`src/rtl/multdiv_issue_ctrl.sv`:
```
`default_nettype none
// ============================================================================
// Module   : multdiv_issue_ctrl
// Purpose  : Issue/writeback controller sitting between the execute stage and
//            the multiply/divide units. Accepts one request at a time and
//            holds its operands for the whole operation. It fires a one-cycle
//            start pulse, then waits for the unit's ready flag, with a
//            timeout. The result, destination tag and exception flag are then
//            presented to writeback until they are consumed.
// Ports    : clock, reset_n               - rising-edge clock, async active-low reset
//            req_valid/req_ready          - request handshake
//            req_is_div, req_a/b, req_rd  - request payload
//            flush                        - kill any in-flight op
//            op_a, op_b                   - held operands to the unit
//            ctrl_MULT, ctrl_DIV          - one-cycle start pulses
//            unit_result/exception/RDY    - unit response
//            wb_valid/wb_ready            - writeback handshake
//            wb_data, wb_rd, wb_exception - writeback payload
//            busy                         - stall: high whenever not idle
// Revision : 1.0 - initial release
// ============================================================================
module multdiv_issue_ctrl #(
    parameter int WIDTH    = 32,
    parameter int RD_W     = 5,
    parameter int TIMEOUT  = 40,
    parameter int MIN_WAIT = 2
) (
    input  logic             clock,
    input  logic             reset_n,
    input  logic             req_valid,
    output logic             req_ready,
    input  logic             req_is_div,
    input  logic [WIDTH-1:0] req_a,
    input  logic [WIDTH-1:0] req_b,
    input  logic [RD_W-1:0]  req_rd,
    input  logic             flush,
    output logic [WIDTH-1:0] op_a,
    output logic [WIDTH-1:0] op_b,
    output logic             ctrl_MULT,
    output logic             ctrl_DIV,
    input  logic [WIDTH-1:0] unit_result,
    input  logic             unit_exception,
    input  logic             unit_resultRDY,
    output logic             wb_valid,
    input  logic             wb_ready,
    output logic [WIDTH-1:0] wb_data,
    output logic [RD_W-1:0]  wb_rd,
    output logic             wb_exception,
    output logic             busy
);

    // One spare bit so that the post-timeout increment can never wrap.
    localparam int CNT_W = $clog2(TIMEOUT) + 1;

    typedef enum logic [1:0] {
        S_IDLE  = 2'd0,
        S_START = 2'd1,
        S_WAIT  = 2'd2,
        S_DONE  = 2'd3
    } state_t;

    state_t           state;
    state_t           state_next;
    logic             is_div;
    logic [CNT_W-1:0] count;
    logic             accept;
    logic             rdy_ok;
    logic             timed_out;

    // RDY is only trusted once the unit has had MIN_WAIT cycles to drop any
    // ready flag left over from a previous operation.
    assign rdy_ok    = (state == S_WAIT) && unit_resultRDY
                       && (count >= CNT_W'(MIN_WAIT));
    assign timed_out = (state == S_WAIT) && (count == CNT_W'(TIMEOUT - 1));
    // A flushed request is dropped even though req_ready is shown high.
    assign accept    = req_valid && req_ready && !flush;

    always_ff @(posedge clock or negedge reset_n) begin
        if (!reset_n) begin
            state <= S_IDLE;
        end else begin
            state <= state_next;
        end
    end

    always_comb begin
        state_next = state;
        req_ready  = 1'b0;
        ctrl_MULT  = 1'b0;
        ctrl_DIV   = 1'b0;
        wb_valid   = 1'b0;
        busy       = (state != S_IDLE);

        case (state)
            S_IDLE: begin
                req_ready = 1'b1;
                if (req_valid) begin
                    state_next = S_START;
                end
            end
            S_START: begin
                // Suppressed under flush so a killed op never starts the unit.
                ctrl_MULT  = !is_div && !flush;
                ctrl_DIV   = is_div && !flush;
                state_next = S_WAIT;
            end
            S_WAIT: begin
                if (rdy_ok || timed_out) begin
                    state_next = S_DONE;
                end
            end
            S_DONE: begin
                wb_valid  = 1'b1;
                req_ready = wb_ready;
                if (wb_ready) begin
                    // Back-to-back issue skips IDLE entirely.
                    state_next = req_valid ? S_START : S_IDLE;
                end
            end
            default: begin
                state_next = S_IDLE;
            end
        endcase

        if (flush) begin
            state_next = S_IDLE;
        end
    end

    always_ff @(posedge clock or negedge reset_n) begin
        if (!reset_n) begin
            op_a         <= '0;
            op_b         <= '0;
            wb_rd        <= '0;
            is_div       <= 1'b0;
            count        <= '0;
            wb_data      <= '0;
            wb_exception <= 1'b0;
        end else begin
            if (accept) begin
                op_a   <= req_a;
                op_b   <= req_b;
                wb_rd  <= req_rd;
                is_div <= req_is_div;
            end

            if (state == S_START) begin
                count <= '0;
            end else if (state == S_WAIT) begin
                count <= count + 1'b1;
            end

            // A real result wins over a timeout landing in the same cycle.
            if (!flush) begin
                if (rdy_ok) begin
                    wb_data      <= unit_result;
                    wb_exception <= unit_exception;
                end else if (timed_out) begin
                    wb_data      <= '0;
                    wb_exception <= 1'b1;
                end
            end
        end
    end

endmodule
`default_nettype wire

```
`config.mk`:
```
export PLATFORM = sky130hd
export DESIGN_NAME = multdiv_issue_ctrl
export DESIGN_NICKNAME = d
export VERILOG_FILES = /design/src/rtl/multdiv_issue_ctrl.sv
export SDC_FILE = /design/constraint.sdc
export NUM_CORES = 1
export LEC_CHECK = 0
export ABC_CLOCK_PERIOD_IN_PS = 4500
export BUFFER_PORTS_ARGS = -buffer_cell sky130_fd_sc_hd__buf_2
export CAP_MARGIN = 20
export CORE_ASPECT_RATIO = 0.6
export CORE_MARGIN = 2
export CORE_UTILIZATION = 49
export CTS_CLUSTER_SIZE = 8
export DETAILED_ROUTE_END_ITERATION = 10
export PLACE_DENSITY = 0.85
export SLEW_MARGIN = 20
export SYNTH_ARGS = -nofsm -noshare
export SYNTH_HDL_FRONTEND = slang
export SYNTH_SLANG_ARGS = --single-unit
```
`constraint.sdc`:
```
create_clock -name clock -period 4.5 [get_ports clock]
set_clock_uncertainty 0.1 [all_clocks]
set_input_delay 0.225 -clock clock [delete_from_list [all_inputs] [get_ports clock]]
set_output_delay 0.225 -clock clock [all_outputs]
set_load 0.005 [all_outputs]
```
==> out/qor.csv, run 1 <==
stage,metric,value,unit
run_status,run_status,finished clean,
clock_tree,root_buffer,clkbuf_16,
worst_setup_path,reg2reg_depth,5,
route,drt_first_pass_iters,4,
floorplan,die_h,77.40,um
sta,worst_pin_slew,0.8055,ns
pwr,pwr-share-clk,19.2,%
global_routing,grtUsageTotal,22.37,%
clock_tree,post_cts_resized,0,
global_routing,antenna_found_initial,0,
route,ant_nets,0,
pwr,power.switching,1308,uW
sta,relSlewSlack,46.30,%
synth,synth-edff-count,0,
worst_setup_path,critPathSlowestCell,buf_4,
floorplan,rows,26,
pwr,seqPwrFrac,43.1,%
finish,antenna_cells,0,
pwr,power.internal,2822,uW
worst_setup_path,r2r_slack,1.83,ns
clock_tree,cts.sinks,112,
pwr,leakage,0.003068,uW
route,drt_iter0_drc,133,
run,cap_viol_max_count,0,
worst_setup_path,crit_path_end_kind,register,
worst_setup_path,cp_cell_sequence,"inv_1, ha_1, nor4b_4, buf_4, mux2_2",
clock_tree,postCtsSetupRepairBufs,0,
synth,yosys_warnings,0,
finish,final_cells,639,
route,wl_per_cell,16.96,um
route,vias_per_cell,5.105,
global_routing,grt_pass1_wl,17.15,mm
route,vias,3262,
pwr,p_sw_share,31.67,%
finish,syn2layout_area_growth,36.69,%
worst_setup_path,setup.worst_path.start_class,register,
synth,syn_avg_cell_area,15.07,um^2
worst_setup_path,crit_arrival,2.79,ns
place,numPortBuffers,215,
synth,synthTopCellsByCount,"112 x dfrtp_1, 61 x mux2_2, 32 x a22o_1",
synth,netlist_area,0.004399,mm^2
floorplan,die_w,126.3,um
synth,syn_inst,292,
synth,synthesis.nets,408,
sta,finalSetupViolCount,0,
synth,yosysMostFrequentCell,dfrtp_1,
synth,synth_area_leaders,"dfrtp_1 64%, mux2_2 16%, a22o_1 6.4%, mux2_1 2.6%, ha_1 2.0%",
worst_setup_path,r2r_end,op_b[0],
sta,timing.hold.ws,0.01421,ns
hold_path,min_to,wb_data[15],
pwr,p_per_area,686.9,mW/mm^2
synth,seq_area_frac_synth,63.71,%
clock_tree,cts-htree-levels,3,
clock_tree,clock_latency,0.33,ns
hold_path,hold_path.class,in2reg,
place,hpwl,7.882,mm
finish,drive_gt1_share,56.93,%
worst_setup_path,critPathKind,reg2reg,
worst_setup_path,worst-path-buf-inv,2,
sta,max_freq,0.3746,GHz
clock_tree,cts_tree,built,
place,place_inst,608,
floorplan,io_pins,216,
synth,synth_seq_cells,112,
floorplan,coreArea,0.008621,mm^2
pwr,comb_power_share,37.8,%
sta,rsz0062_at_grt,false,
worst_setup_path,critPathMaxFanout,51,
sta,min_period,2.670,ns
clock_tree,cts_made_buffers,9,
worst_setup_path,cp_slowest_stage_delay,0.57,ns
pwr,vdd_ir_drop_max,0.3252,mV
sta,slew_violations,0,
sta,hold_viol_final,0,
floorplan,die_area,0.009777,mm^2
synth,synth_area_leader_cell,dfrtp_1,
worst_setup_path,r2r-start,state[1],
worst_setup_path,cp_top_family,buffers and inverters,
synth,ys.flop_type,dfrtp_1,
global_routing,grt_pass1_vias,3363,
route,drc,0,
floorplan,start_util,51.03,%
clock_tree,clk_pin_slew,0.07,ns
hold_path,whs_path_depth,2,
hold_path,hold_start,unit_result[15],
place,place.gp.congestion,0.7742,
sta,finalCritPeriodShare,59.33,%
finish,nets,638,
sta,setup_tns,0,ns
synth,synth_top_area_share,63.71,%
worst_setup_path,critPathRequiredTime,4.62,ns
synth,async_reset_ff_share,100.0,%
global_routing,grt-ovfl-total,0,
clock_tree,clockBufferDepth,2,
global_routing,grt_max_degree,65,
route,wl,10.84,mm
synth,synthDistinctLibCells,36,
==> worst reg2reg max path: cells and delay by family (launching register included) <==
| family | cells | cell delay [ns] |
|---|---|---|
| adder cells (fa/ha/maj) | 1 | 0.49 |
| buffers and inverters | 2 | 0.68 |
| flip-flops | 1 | 0.43 |
| multiplexers | 1 | 0.47 |
| AND/OR/NAND/NOR | 1 | 0.37 |
==> state kept, by name (all words and copies together), names as in the netlist <==
signal / flops
state: 2
wb_rd: 5
wb_exception: 1
is_div: 1
op_a: 32
op_b: 32
count: 7
wb_data: 32
==> layout make-up <==
| type | count | area [um^2] |
|---|---|---|
| clock buffer | 10 | 229.0 |
| clock inverter | 6 | 67.56 |
| fill | 624 | 2608 |
| inverter | 10 | 37.54 |
| multi-input combinational | 156 | 1485 |
| sequential | 112 | 2803 |
| tap | 112 | 140.1 |
| timing repair buffer | 233 | 1251 |
==> what timing repair did <==
item / in CTS / in global routing
hold endpoints to repair: 77 / 0
setup endpoints to repair: 0 / 0
hold buffers: 15 / 0
==> power by group through the flow <==
stage | combinational [uW] | sequential [uW] | clock [uW]
CTS | 1580 | 1780 | 812
finish | 1560 | 1780 | 791
global route | 1710 | 1850 | 850
floorplan | 773 | 1820 | 0
global placement | 1510 | 1760 | 0
detailed placement | 1570 | 1790 | 0
==> placed cells by master, fill, tap and decap left out, types with 4 or more instances in the layout <==
cell type      netlist  final
buf_2               10    214
dfrtp_1            112    112
mux2_2              61     61
a22o_1              32     32
dlygate4sd3_1        0     15
inv_1               10     10
mux2_1              10     10
clkbuf_16            0      9
ha_1                 7      7
nor2_1               5      5
a21oi_1              4      4
nand3_1              4      4
buf_4                0      4
==> through the flow <==
stage	power, uW	util [%]	area, um^2	setup WS [ns]
after CTS	4178	69.75	6013	1.841
after detailed placement	3359	64.57	5567	1.847
after global routing	4414	69.75	6013	1.643
after global placement	3264	64.51	5562	2.026
final	4130	69.75	6013	1.830
after floorplan	2589	-	4399	2.430
==> how the worst max path moves through the flow <==
stage,slack (ns),depth (start not counted),to,start
after global routing,1.64,5,op_b[0],state[1]
after floorplan,2.43,5,op_b[18],state[0]
after detailed placement,1.85,5,op_a[12],state[1]
after global placement,2.03,5,op_a[16],state[0]
after CTS,1.84,5,op_b[22],state[1]
final,1.83,5,op_b[0],state[1]
==> layer usage <==
| layer | vias up | wire (um) | track usage, % |
|---|---|---|---|
| met3 | 9 | 887 | 7.793 |
| met1 | 1600 | 4574 | 28.75 |
| met4 | 0 | 108 | 5.165 |
| met5 | - | 0 | 0 |
| li1 | 1516 | - | - |
| met2 | 137 | 5270 | 37.04 |
==> cell families after synthesis <==
logic type	after synthesis	synth area share, %
DFF	112	63.71
muxes	73	18.63
AOI/OAI and AO/OA	50	9.102
buffers and inverters	24	2.844
and+or+nand+nor	24	3.328
adders and majority gates	7	1.991
xor gates and xnor gates	2	0.3983
(Power assumes the default switching activity.)
==> run 2: changes to the inputs <==
Settings changed: ABC_CLOCK_PERIOD_IN_PS 4500 to 2700, CORE_UTILIZATION 49 to 46, PLACE_DENSITY 0.85 to 0.8.
Clock period 4.5 ns to 2.7 ns, I/O delays scaled along.
==> run 2 against run 1 <==
Critical path depth up 1; clock power is 59% higher; largest cell class unchanged; design area rose by 16%; highest routed layer unchanged; worst hold slack gained 0.19 ns; power is 71% higher; count of clock-buffer cells in the layout stayed put; via count grew 14%; register-to-register slack worse by 1.5 ns; cell count up 17%; non-clock buffer count grew 91; sequential power grew 69%; core utilization increased by 5.6 points; critical path type unchanged.
==> out/qor.csv, run 2 (synthesized netlist as in run 1, its figures left out) <==
stage,metric,value,unit
worst_setup_path,critPathMaxFanout,33,
clock_tree,cts_hold_buf,105,
finish,drive_gt1_share,48.71,%
finish,final_cell_mix,"214 x buf_2, 112 x dfrtp_1, 105 x dlygate4sd3_1",
route,wl_met3,1.093,mm
sta,rsz0062_at_grt,false,
run_status,run_status,finished clean,
finish,seq_area,0.002803,mm^2
floorplan,start_util,47.70,%
floorplan,rows,27,
floorplan,die_area,0.01039,mm^2
place,numPortBuffers,215,
clock_tree,clock_latency,0.34,ns
pwr,leakage,0.003457,uW
clock_tree,cts_tree,built,
route,ant_nets,0,
route,drt_iter0_drc,132,
clock_tree,clk_pin_slew,0.08,ns
route,vias_per_cell,4.965,
worst_setup_path,crit_arrival,2.50,ns
global_routing,grt_max_degree,73,
place,hpwl,7.487,mm
route,drc,0,
sta,min_period,2.336,ns
place,place.gp.congestion,0.7880,
sta,setup_ws,0.3644,ns
sta,slew_violations,0,
worst_setup_path,reg2reg_depth,6,
global_routing,grt_pass1_wl,19.80,mm
global_routing,grtUsageTotal,25.03,%
clock_tree,cts.sinks,112,
finish,final_common_cell,buf_2,
finish,antenna_cells,0,
sta,setup_tns,0,ns
worst_setup_path,crit_path_start,count[0],
floorplan,coreArea,0.009223,mm^2
floorplan,io_pins,216,
floorplan,die_w,130.3,um
pwr,vdd_ir_drop_max,0.5255,mV
worst_setup_path,setup.worst_path.start_class,register,
finish,syn2layout_area_growth,58.05,%
hold_path,whs_path_depth,4,
worst_setup_path,r2r-start,count[0],
pwr,p_per_area,1015,mW/mm^2
route,vias,3714,
sta,finalSetupViolCount,0,
clock_tree,cts-htree-levels,3,
run,cap_viol_max_count,0,
sta,relSlewSlack,38.40,%
floorplan,die_h,79.75,um
finish,nets,729,
route,wl,12.92,mm
route,top_layer_used,met4,
pwr,p_total,7057,uW
worst_setup_path,critPathRequiredTime,2.86,ns
sta,max_freq,0.4282,GHz
route,wl_met2,6.379,mm
clock_tree,postCtsSetupRepairBufs,0,
hold_path,hold_path.class,in2reg,
place,dp_slack,0.4107,ns
hold_path,hold_start,unit_resultRDY,
worst_setup_path,crit_path_end_kind,register,
sta,worst_pin_slew,0.9240,ns
clock_tree,clockBufferDepth,2,
finish,fillerInstances,541,
global_routing,grt-ovfl-total,0,
worst_setup_path,critPathKind,reg2reg,
clock_tree,post_cts_resized,0,
clock_tree,cts_made_buffers,9,
route,m1WireLength,5.198,mm
finish,reg.largest.list,"op_a x32, op_b x32, wb_data x32",
global_routing,grt_pass1_vias,3957,
global_routing,antenna_found_initial,0,
route,drt_first_pass_iters,4,
route,wl_per_cell,17.27,um
clock_tree,root_buffer,clkbuf_16,
sta,finalCritPeriodShare,86.50,%
sta,hold_viol_final,0,
finish,multi_input_area,0.001485,mm^2
run 2: cell count changes in the layout (fill, tap and decap cells not counted), sizes merged:
cell,previous run,this run
buf,218,219
bufinv,1,0
clkinv,2,3
clkinvlp,2,0
dlygate4sd3,15,105
inv,11,13
run 2: where the power goes:
group          total (uW)  internal [uW]  switching (uW)
sequential           3010           2520             488
clock                1260            642             614
combinational        2800           1580            1220
run 2: worst max-delay path, cell delays in order, from the launching register on:
cell,delay [ns]
dfrtp_1,0.37
inv_1,0.08
ha_1,0.19
or4_1,0.41
o21ai_2,0.27
a21o_2,0.58
a22o_1,0.26
run 2: through the flow:
| stage | area, um^2 | utilization, % | hold WS, ns | std cells |
|---|---|---|---|---|
| finish | 6953 | 75.39 | 0.2055 | 748 |
| CTS | 6953 | 75.39 | 0.2018 | 748 |
| floorplan | 4399 | - | -0.2606 | 292 |
| detailed placement | 5622 | 60.96 | 0.2280 | 627 |
| global route | 6953 | 75.39 | 0.2252 | 748 |
| global placement | 5617 | 60.90 | 0.2124 | 627 |
run 2: area by class of cell:
cell class	instances	area share, %
Clock buffer	10	3.293
Inverter	10	0.5399
Multi-Input combinational cell	156	21.36
Sequential cell	112	40.31
Timing Repair Buffer	324	31.42
Tap cell	130	2.339
Clock inverter	6	0.7378
run 2: layer usage:
metal | global-route usage [%] | vias to the layer above
met1 | 29.46 | 1828
met4 | 7.849 | 0
met3 | 8.378 | 23
li1 | - | 1697
met5 | 0 | -
met2 | 43.66 | 166
run 2: final timing paths:
check | end | slack [ns]
max | wb_data[30] | 0.36
min | state[1] | 0.21
max reg2reg | wb_data[30] | 0.36
min reg2reg | op_b[23] | 0.39
max in group asynchronous | wb_data[5] | 1.42
min in group asynchronous | op_b[13] | 0.37
==> run 3: changes to the inputs <==
Settings changed: ABC_AREA set to 1, CORE_UTILIZATION 46 to 47.
==> run 3 against run 2 <==
Cell count is 31% higher; worst hold slack worse by 0.10 ns; setup slack better by 0.28 ns; sequential share of layout area is 1.4 points lower; critical path depth is 1 higher; count of clock-buffer cells in the layout is 2 higher; register-to-register slack better by 0.28 ns; critical endpoint is now op_b[1]; global-route usage is 0.82 points higher; critical path type unchanged; power is 4.6% lower.
==> out/qor.csv, run 3 <==
stage,metric,value,unit
sta,min_period,2.057,ns
place,hpwl,8.477,mm
pwr,p_per_area,933.6,mW/mm^2
clock_tree,clk_pin_slew,0.07,ns
finish,final_cells,981,
finish,finish.utilization,73.25,%
worst_setup_path,endpoint,op_b[1],
place,numPortBuffers,215,
sta,worst_pin_slew,0.7535,ns
worst_setup_path,reg2reg_depth,7,
route,vias_per_cell,4.725,
finish,drive_gt1_share,30.50,%
finish,final_common_cell,buf_2,
worst_setup_path,critPathMaxFanout,38,
route,wl,14.30,mm
global_routing,grt_max_degree,61,
place,dp_slack,0.6660,ns
route,drt_first_pass_iters,5,
synth,ys.flop_type,dfrtp_1,
global_routing,grt_pass1_vias,4567,
floorplan,die_w,134.0,um
clock_tree,cts_made_buffers,9,
finish,antenna_cells,0,
global_routing,grt-ovfl-total,0,
floorplan,die_h,81.99,um
worst_setup_path,critPathRequiredTime,2.81,ns
worst_setup_path,crit_path_start,state[0],
worst_setup_path,critPathSlowestCell,dfrtp_1,
global_routing,grtUsageTotal,25.85,%
worst_setup_path,r2r_end,op_b[1],
clock_tree,cts-htree-levels,3,
sta,finalCritPeriodShare,76.20,%
place,place.gp.congestion,0.8278,
floorplan,start_util,48.40,%
clock_tree,cts_tree,built,
synth,synthDistinctLibCells,26,
sta,hold_viol_final,0,
route,vias,4635,
pwr,leakage,0.004155,uW
route,drt_iter0_drc,219,
finish,syn2layout_area_growth,51.34,%
place,place_inst,861,
synth,synth_seq_cells,112,
synth,netlist_area,0.004765,mm^2
route,drc,0,
hold_path,whs_path_depth,3,
floorplan,rows,28,
sta,setup_ws,0.6427,ns
worst_setup_path,setup.worst_path.start_class,register,
synth,synthTopCellsByCount,"192 x nand2_1, 112 x dfrtp_1, 85 x inv_1, 43 x o21ai_0",
synth,seq_area_frac_synth,58.82,%
synth,synth_area_leaders,"dfrtp_1 59%, nand2_1 15%, inv_1 6.7%, o21ai_0 4.5%, buf_6 3.3%",
finish,reg.largest.list,"op_a x32, op_b x32, wb_data x32",
floorplan,coreArea,0.009844,mm^2
clock_tree,clock_latency,0.33,ns
finish,nets,957,
worst_setup_path,critPathKind,reg2reg,
synth,syn_avg_cell_area,9.007,um^2
synth,synth_area_leader_cell,dfrtp_1,
route,wl_per_cell,14.57,um
global_routing,grt_pass1_wl,22.03,mm
run,cap_viol_max_count,0,
route,ant_nets,0,
sta,relSlewSlack,49.77,%
finish,final_cell_mix,"214 x buf_2, 192 x nand2_1, 112 x dfrtp_1",
sta,finalSetupViolCount,0,
floorplan,io_pins,216,
clock_tree,clockBufferDepth,2,
sta,slew_violations,0,
worst_setup_path,cp_slowest_stage_delay,0.43,ns
worst_setup_path,r2r-start,state[0],
clock_tree,cts.sinks,112,
run_status,run_status,finished clean,
synth,yosys_warnings,0,
clock_tree,root_buffer,clkbuf_16,
synth,synth-edff-count,0,
synth,yosysMostFrequentCell,nand2_1,
worst_setup_path,r2r_slack,0.64,ns
synth,async_reset_ff_share,100.0,%
synth,synthesis.nets,645,
sta,max_freq,0.4861,GHz
worst_setup_path,cp_cell_sequence,"inv_1, ha_1, a21oi_4, nand3_4, buf_4, nand2_1, o21ai_1",
synth,synth_top_area_share,58.82,%
synth,syn_inst,529,
pwr,vdd_ir_drop_max,0.5339,mV
clock_tree,post_cts_resized,0,
hold_path,hold_path.class,in2reg,
floorplan,die_area,0.01099,mm^2
worst_setup_path,crit_arrival,2.16,ns
global_routing,antenna_found_initial,0,
hold_path,hold_start,req_valid,
worst_setup_path,crit_path_end_kind,register,
sta,rsz0062_at_grt,false,
sta,setup_tns,0,ns
[run 3: where the power goes]
part	switching [uW]	internal, uW	total (uW)
Sequential	473	2440	2920
Combinational	1390	1160	2560
Clock	583	678	1260
Total	2450	4280	6730
[run 3: kinds of logic after synthesis]
| family | after synthesis | share of synthesized area (%) |
|---|---|---|
| and+or+nand+nor | 220 | 18.15 |
| DFF | 112 | 58.82 |
| buffers and inverters | 109 | 10.92 |
| AOI/OAI and AO/OA | 81 | 10.27 |
| adders and majority gates | 7 | 1.838 |
[run 3: critical path: cells and delay by family (launching register included)]
family,cells,cell delay [ns]
fa+ha+maj,1,0.43
buf+inv,2,0.42
compound gates,2,0.25
simple gates,2,0.28
flops,1,0.43
[run 3: worst min path at each step]
stage | slack (ns) | end
finish | 0.10 | op_b[5]
global placement | 0.14 | wb_data[15]
CTS | 0.08 | op_b[3]
detailed placement | 0.15 | wb_data[12]
global route | 0.09 | op_b[5]
floorplan | -0.26 | count[0]
[run 3: layout make-up]
cell class                 count  area (um^2)
inverter                      86        322.8
tap                          135        168.9
clock buffer                  12        256.5
multi-input combinational    308         1449
sequential                   112         2803
timing repair buffer         324         2182
fill                         676         2634
clock inverter                 4        28.78
[run 3: stage by stage]
step	hold slack (ns)	instance area [um^2]	total power (uW)
floorplan	-0.2606	4765	4165
global placement	0.1445	5884	5127
detailed placement	0.1520	5884	5287
CTS	0.08038	7211	6681
global route	0.09050	7211	7258
finish	0.1012	7211	6732
[run 3: metal layers]
metal / routed length, um / GRT usage, %
met5: 0 / 0
met4: 238 / 8.298
met3: 1343 / 8.951
met2: 7113 / 45.74
met1: 5601 / 30.12
[run 3: repair_timing]
item,4_1_cts,5_1_grt
hold buffers,104,0
endpoints found under the hold margin,162,0
setup buffers,0,0
